==> config.mk <==
export PLATFORM = sky130hd
export DESIGN_NAME = quadrature_decoder
export DESIGN_NICKNAME = d
export VERILOG_FILES = /design/src/rtl/quadrature_decoder.sv
export SDC_FILE = /design/constraint.sdc
export NUM_CORES = 1
export LEC_CHECK = 0
export CORE_MARGIN = 2
export CORE_UTILIZATION = 30
export DETAILED_ROUTE_END_ITERATION = 6
export PLACE_DENSITY_LB_ADDON = 0.1
export SYNTH_ARGS = -nofsm -noshare
export SYNTH_HDL_FRONTEND = slang
export SYNTH_SLANG_ARGS = --single-unit
==> constraint.sdc <==
create_clock -name clk -period 4.1 [get_ports clk]
set_input_delay 0.615 -clock clk [delete_from_list [all_inputs] [get_ports clk]]
set_output_delay 0.615 -clock clk [all_outputs]
set_load 0.005 [all_outputs]
==> src/rtl/quadrature_decoder.sv <==
// Quadrature decoder: debounced A/B channels to detent steps plus a position counter.
// Define QUAD_SATURATE_EN to make the counter saturate at signed max/min instead of wrapping.
module quadrature_decoder #(
    parameter int unsigned COUNT_WIDTH      = 16,
    parameter int unsigned STEPS_PER_DETENT = 4
) (
    input  logic                   clk,
    input  logic                   reset_n,
    input  logic                   enc_a,
    input  logic                   enc_b,
    input  logic                   enable,
    input  logic                   clear,
    output logic [COUNT_WIDTH-1:0] count,
    output logic                   step_valid,
    output logic                   step_dir,
    output logic                   error
);

    localparam int unsigned AccW = $clog2(STEPS_PER_DETENT) + 2;
    localparam logic signed [AccW-1:0] AccMax = $signed(AccW'(STEPS_PER_DETENT - 1));
    localparam logic signed [AccW-1:0] AccMin = -AccMax;
    localparam logic signed [AccW-1:0] AccOne = $signed(AccW'(1));
    localparam logic [COUNT_WIDTH-1:0] CountMax = {1'b0, {(COUNT_WIDTH - 1) {1'b1}}};
    localparam logic [COUNT_WIDTH-1:0] CountMin = {1'b1, {(COUNT_WIDTH - 1) {1'b0}}};
    localparam logic [COUNT_WIDTH-1:0] CountOne = COUNT_WIDTH'(1);

    logic                   armed_q, armed_d;
    logic [1:0]             prev_ab_q, prev_ab_d;
    logic signed [AccW-1:0] acc_q, acc_d;
    logic [COUNT_WIDTH-1:0] count_q, count_d;
    logic                   step_valid_q, step_valid_d;
    logic                   step_dir_q, step_dir_d;
    logic                   error_q, error_d;

    logic [1:0]             cur_ab;
    logic                   sub_cw, sub_ccw, both_flip;
    logic [COUNT_WIDTH-1:0] count_up, count_down;

    // Successor of a phase in the clockwise Gray sequence 00->01->11->10->00.
    function automatic logic [1:0] cw_next(input logic [1:0] ab);
        unique case (ab)
            2'b00:   return 2'b01;
            2'b01:   return 2'b11;
            2'b11:   return 2'b10;
            default: return 2'b00;
        endcase
    endfunction

    assign cur_ab    = {enc_a, enc_b};
    assign sub_cw    = (cur_ab == cw_next(prev_ab_q));
    assign sub_ccw   = (prev_ab_q == cw_next(cur_ab));
    assign both_flip = ((cur_ab ^ prev_ab_q) == 2'b11);

`ifdef QUAD_SATURATE_EN
    assign count_up   = (count_q == CountMax) ? count_q : count_q + CountOne;
    assign count_down = (count_q == CountMin) ? count_q : count_q - CountOne;
`else
    assign count_up   = count_q + CountOne;
    assign count_down = count_q - CountOne;
`endif

    always_comb begin
        armed_d      = 1'b1;
        prev_ab_d    = cur_ab;
        acc_d        = acc_q;
        count_d      = count_q;
        step_valid_d = 1'b0;
        step_dir_d   = step_dir_q;
        error_d      = 1'b0;

        // The arming edge only captures the phase, so no step is reported out of reset.
        if (armed_q) begin
            if (both_flip) begin
                error_d = 1'b1;
                acc_d   = '0;
            end else if (enable && sub_cw) begin
                if (acc_q == AccMax) begin
                    acc_d        = '0;
                    step_valid_d = 1'b1;
                    step_dir_d   = 1'b1;
                    count_d      = count_up;
                end else begin
                    acc_d = acc_q + AccOne;
                end
            end else if (enable && sub_ccw) begin
                if (acc_q == AccMin) begin
                    acc_d        = '0;
                    step_valid_d = 1'b1;
                    step_dir_d   = 1'b0;
                    count_d      = count_down;
                end else begin
                    acc_d = acc_q - AccOne;
                end
            end
        end

        // Clear overrides a step completing in the same cycle.
        if (clear) begin
            count_d      = '0;
            acc_d        = '0;
            step_valid_d = 1'b0;
            step_dir_d   = step_dir_q;
        end
    end

    always_ff @(posedge clk or negedge reset_n) begin
        if (!reset_n) begin
            armed_q      <= 1'b0;
            prev_ab_q    <= 2'b00;
            acc_q        <= '0;
            count_q      <= '0;
            step_valid_q <= 1'b0;
            step_dir_q   <= 1'b0;
            error_q      <= 1'b0;
        end else begin
            armed_q      <= armed_d;
            prev_ab_q    <= prev_ab_d;
            acc_q        <= acc_d;
            count_q      <= count_d;
            step_valid_q <= step_valid_d;
            step_dir_q   <= step_dir_d;
            error_q      <= error_d;
        end
    end

    assign count      = count_q;
    assign step_valid = step_valid_q;
    assign step_dir   = step_dir_q;
    assign error      = error_q;

endmodule
Yosys cells after proc, flatten, opt, wreduce, memory -nomap -nowiden. Index checks and enable logic that the tools add are counted.

Bitwise operators: 3. Multiplexer cells: 29. Equality and inequality tests: 12. Reduce and logical (&&, ||, !) cells: 13. Add/subtract/negate cells: 4.

Operators with widths (count): two-way mux 16 bit (7); two-way mux 4 bit (7); adder 16 x 1 -> 16 bit, second input constant (1); subtractor 16 x 1 -> 16 bit, second input constant (1); two-way mux 1 bit (13); one-hot mux 2 bit (3 select lines) (2); == test 4 x 3 -> 1 bit, second input constant (2); == test 2 bit, second input constant (3); AND reduction 6 bit (1); nonzero test 2 bit (3); nonzero test 3 bit (2); AND reduction 5 bit (1); adder 4 x 2 -> 4 bit, second input constant (1); == test 2 x 1 -> 1 bit, second input constant (2); == test 2 bit (2); zero test 2 bit (2); nonzero test 4 bit (1); subtractor 4 x 2 -> 4 bit, second input constant (1); inequality test 3 x 2 -> 1 bit, second input constant (1); logical AND 1 bit (2); inequality test 2 x 1 -> 1 bit, second input constant (1); inequality test 2 bit, second input constant (1); inverter 1 bit (2); AND reduction 2 bit (1); XOR 2 bit (1).

Flip-flop bits (word level): 26. Input port bits: 6.

Depth between registers and ports, before layout.
Depth in word-level cells: 9. Mapped depth: 13.

Least setup slack after synthesis. No wires, ideal clock.

Kind: input-to-reg. Start point: input enc_b. End point: register count_q[14], in the netlist count[14]. Slack: 830 ps. Buffers on the path: 2. Arrival: 3148 ps. Cell stages on the path: 12. Setup time: 122 ps. Data required time: 3978 ps. Cell sequence: clkbuf_2 > xor2_1 > and3_1 > buf_2 > inv_2 > ha_1 > a21oi_1 > a21oi_1 > o21a_1 > o311a_1 > or3_1 > a32o_1.

Longest elaborated chain between the ends: 6.

Ends and longest elaborated chain: start, declared (line 10) `input logic enc_b,`; == test 2 bit (tied with other cells) (line 41) `unique case (ab)`; one-hot mux 2 bit (3 select lines) / logical AND 1 bit (equally long branches) (line 41, 76); == test 2 bit / two-way mux 16 bit (equally long branches) (line 51, 76); logical AND 1 bit / two-way mux 16 bit (equally long branches) (line 85, 73); nonzero test 3 bit (no source line) / two-way mux 16 bit (equally long branches); AND reduction 5 bit (no source line) / two-way mux 16 bit (equally long branches); end signal, assigned (line 119) `count_q <= count_d;`; end, declared (line 30) `logic [COUNT_WIDTH-1:0] count_q, count_d;`.

Several ways; a longest one is shown, not always the timed one. The select of a mux whose other input is x is not followed. A chain may end at the register's enable or synchronous reset.

Worst setup path after layout. Ends and elaborated chain as after synthesis.

==> results.json <==
{
  "final_net_count": 284,
  "io_buffers": 24,
  "path_class": "primary input to flop",
  "crit_start": "enc_b",
  "synthesis.area_um2": 2020,
  "grt_overflow": 0,
  "clockRootBuffer": "clkbuf_8",
  "vias": 1731,
  "gr-usage-all-layers_pct": 13.6,
  "final.min_clock_period_ps": 3450,
  "syn-num-nets": 261,
  "drt_iter0_drc": 96,
  "min_from": "step_dir",
  "cts_resized": 0,
  "synth_edf_count": 0,
  "htreeDepth": 1,
  "fill_cells": 666,
  "ys_warn_count": 0,
  "cp.arrival_ps": 3640,
  "cp-end-kind": "flop",
  "grt_pass1_vias": 1584,
  "finalCritPeriodShare_pct": 84.2,
  "fp.dieArea_um2": 7420,
  "tns_ps": 0,
  "worstRegToRegCells": 10,
  "peakVddDrop_mv": 0.122,
  "dieHeight_um": 86.1,
  "maxSlewHeadroom_pct": 45.8,
  "cp-start-kind": "primary input",
  "timing.fmax_mhz": 290,
  "avgSynthCellArea_um2": 8.61,
  "ant_nets": 0,
  "path_max_fanout": 24,
  "insertedDiodeCount": 0,
  "cts_buffers": 3,
  "post_cts_buffers": 0,
  "dpl_cell_area_um2": 2330,
  "totalWireLength_mm": 4.70,
  "dpl.hpwl_mm": 3.48,
  "grt_antenna_before_repair": 0,
  "worstMarginPinSlew_ps": 810,
  "ys_ff_latch": 26,
  "totalPowerFinal_mw": 0.569,
  "holdWs_ps": 517,
  "core-area_um2": 6420,
  "die_x_um": 86.1,
  "start_util_pct": 31.5,
  "drc_errors": 0,
  "cts.sinks": 26,
  "skew_ps": 6.33,
  "rsz0062_at_grt": "no",
  "clk_pin_slew_ps": 110,
  "placementRows": 29,
  "required_ps": 4280,
  "r2r_end": "count[14]",
  "status": "finished, final reports clean",
  "r2r_setup_slack_ps": 970,
  "hold_path.class": "flop to flop",
  "drive_gt1_share_pct": 6.23,
  "grt_max_degree": 27,
  "ys_seq_area_share_pct": 32.2,
  "avgViaCountPerCell": 5.18,
  "r2r_start": "prev_ab_q[1]",
  "netlist_instances": 235,
  "gp_congestion": 0.781,
  "hold_path_depth": 2,
  "final_area_um2": 2390,
  "cellLeakagePower_nw": 1.07,
  "avgRoutedWirePerCell_um": 14.1,
  "io_pins": 25,
  "cts_hold_buf": 0,
  "synthDistinctLibCells": 49,
  "p_per_area_nw_per_um2": 238,
  "grt_pass1_wl_mm": 8.07,
  "timing.final.hold_violations": 0,
  "finalSetupViolCount": 0,
  "async_flop_share_pct": 100,
  "min_to": "step_dir",
  "clock_latency_ps": 280,
  "finalMaxSlewViolations": 0,
  "cap_violations": 0,
  "synth_flop_cell": "dfrtp_1",
  "dr.pass1.iters": 4,
  "clock_path_buffers": 2,
  "cts_tree": "done",
  "area_growth_syn_to_layout_pct": 18.0
}
-- final cells by class --
type                    count  area (µm²)  share of cell area [%]
clock buffers               4        55.1                    2.31
repair buffers             28         270                    11.3
well taps                  77        96.3                    4.04
multi-input cells         192        1290                    54.0
inverters                   7        26.3                    1.10
flip-flops and latches     26         651                    27.3
-- layout by cell type, fill, tap and decap left out, types with 2 or more instances in the layout --
cell type,netlist,routed
clkdlybuf4s50_1,0,24
clkbuf_8,0,4
xor2_1,8,8
or3_1,3,3
a21oi_1,21,21
a31oi_1,3,3
nand2_1,28,28
nand4_1,3,3
o21ai_0,22,22
mux2i_1,2,2
nand3_1,5,5
nor3b_1,2,2
and3_1,3,3
a21o_1,8,8
nor2_1,16,16
or2_2,2,2
a211oi_1,4,4
o22ai_1,3,3
dfrtp_1,26,26
ha_1,19,19
nor3_1,2,2
a22o_1,2,2
inv_1,6,6
nand2b_1,3,3
o211ai_1,3,3
o21a_1,2,2
buf_4,0,4
mux2_2,2,2
xnor2_1,7,7
a21boi_0,2,2
-- sequential cells by signal, indices dropped and copies added (netlist names) --
register and flops:
acc_q 4, armed_q 1, count 16, error 1, prev_ab_q 2, step_dir 1
step_valid 1
-- stage by stage --
step,util (%),instances,setup WS (ps)
2_1_floorplan,-,235,830
3_3_place_gp,36.3,330,380
3_5_place_dp,36.3,330,355
4_1_cts,37.2,334,651
5_1_grt,37.2,334,456
6_report,37.2,334,649
-- cells by family after synthesis --
family / synth area share (%)
AO/OA/AOI/OAI: 25.2
AND/OR/NAND/NOR: 16.5
flip-flops: 32.2
adder cells (fa/ha/maj): 13.2
buffers and inverters: 4.14
XOR/XNOR: 6.49
multiplexers: 2.10
other: 0.185
-- worst max-delay path: stages --
cell and delay, ps:
clkdlybuf4s50_1 430, xor2_1 200, and3_1 220, inv_2 370
ha_1 350, a21oi_1 200, a21oi_1 120, o21a_1 220
o311a_1 350, or3_1 310, a32o_1 250
-- report_power, final --
group / internal [mW] / total (mW) / switching [mW]
clock: 0.0863 / 0.182 / 0.0954
combinational: 0.0494 / 0.116 / 0.0671
sequential: 0.262 / 0.271 / 0.00889
total: 0.398 / 0.569 / 0.171
-- synthesized netlist by cell type, drive strengths merged (2+ instances only) --
library cell   n  area, µm²
xor2           8       70.1
a21oi         22        121
o21ai         23        119
or2            2       12.5
o21a           2       15.0
o211ai         3       22.5
a21o           8       60.1
nand3          5       25.0
nand2b         3       18.8
inv            7       26.3
a22o           2       17.5
a21boi         2       15.0
nor3b          2       15.0
or3            4       30.0
and3           3       18.8
dfrtp         26        651
nand4          3       18.8
nor2          16       60.1
xnor2          7       61.3
o22ai          3       18.8
mux2           2       22.5
clkbuf         6       25.0
nand2         28        105
buf            4       32.5
mux2i          2       20.0
nor3           2       10.0
a211oi         4       30.0
a31oi          3       18.8
ha            19        238
-- worst max path at each step --
stage | depth (start not counted) | to | slack (ps)
finish | 11 | count[14] | 650
global route | 11 | count[13] | 460
CTS | 11 | count[14] | 650
detailed placement | 11 | count[14] | 350
global placement | 11 | count[14] | 380
floorplan | 12 | count[14] | 830
-- metal layers --
metal  part of all wire (%)  global-route usage (%)
met1                     54                    21.8
met2                     40                    18.8
met3                    4.6                    1.73
met4                   0.92                    3.46
met5                      0                       0
No activity file was read; power rests on OpenSTA's default activity.
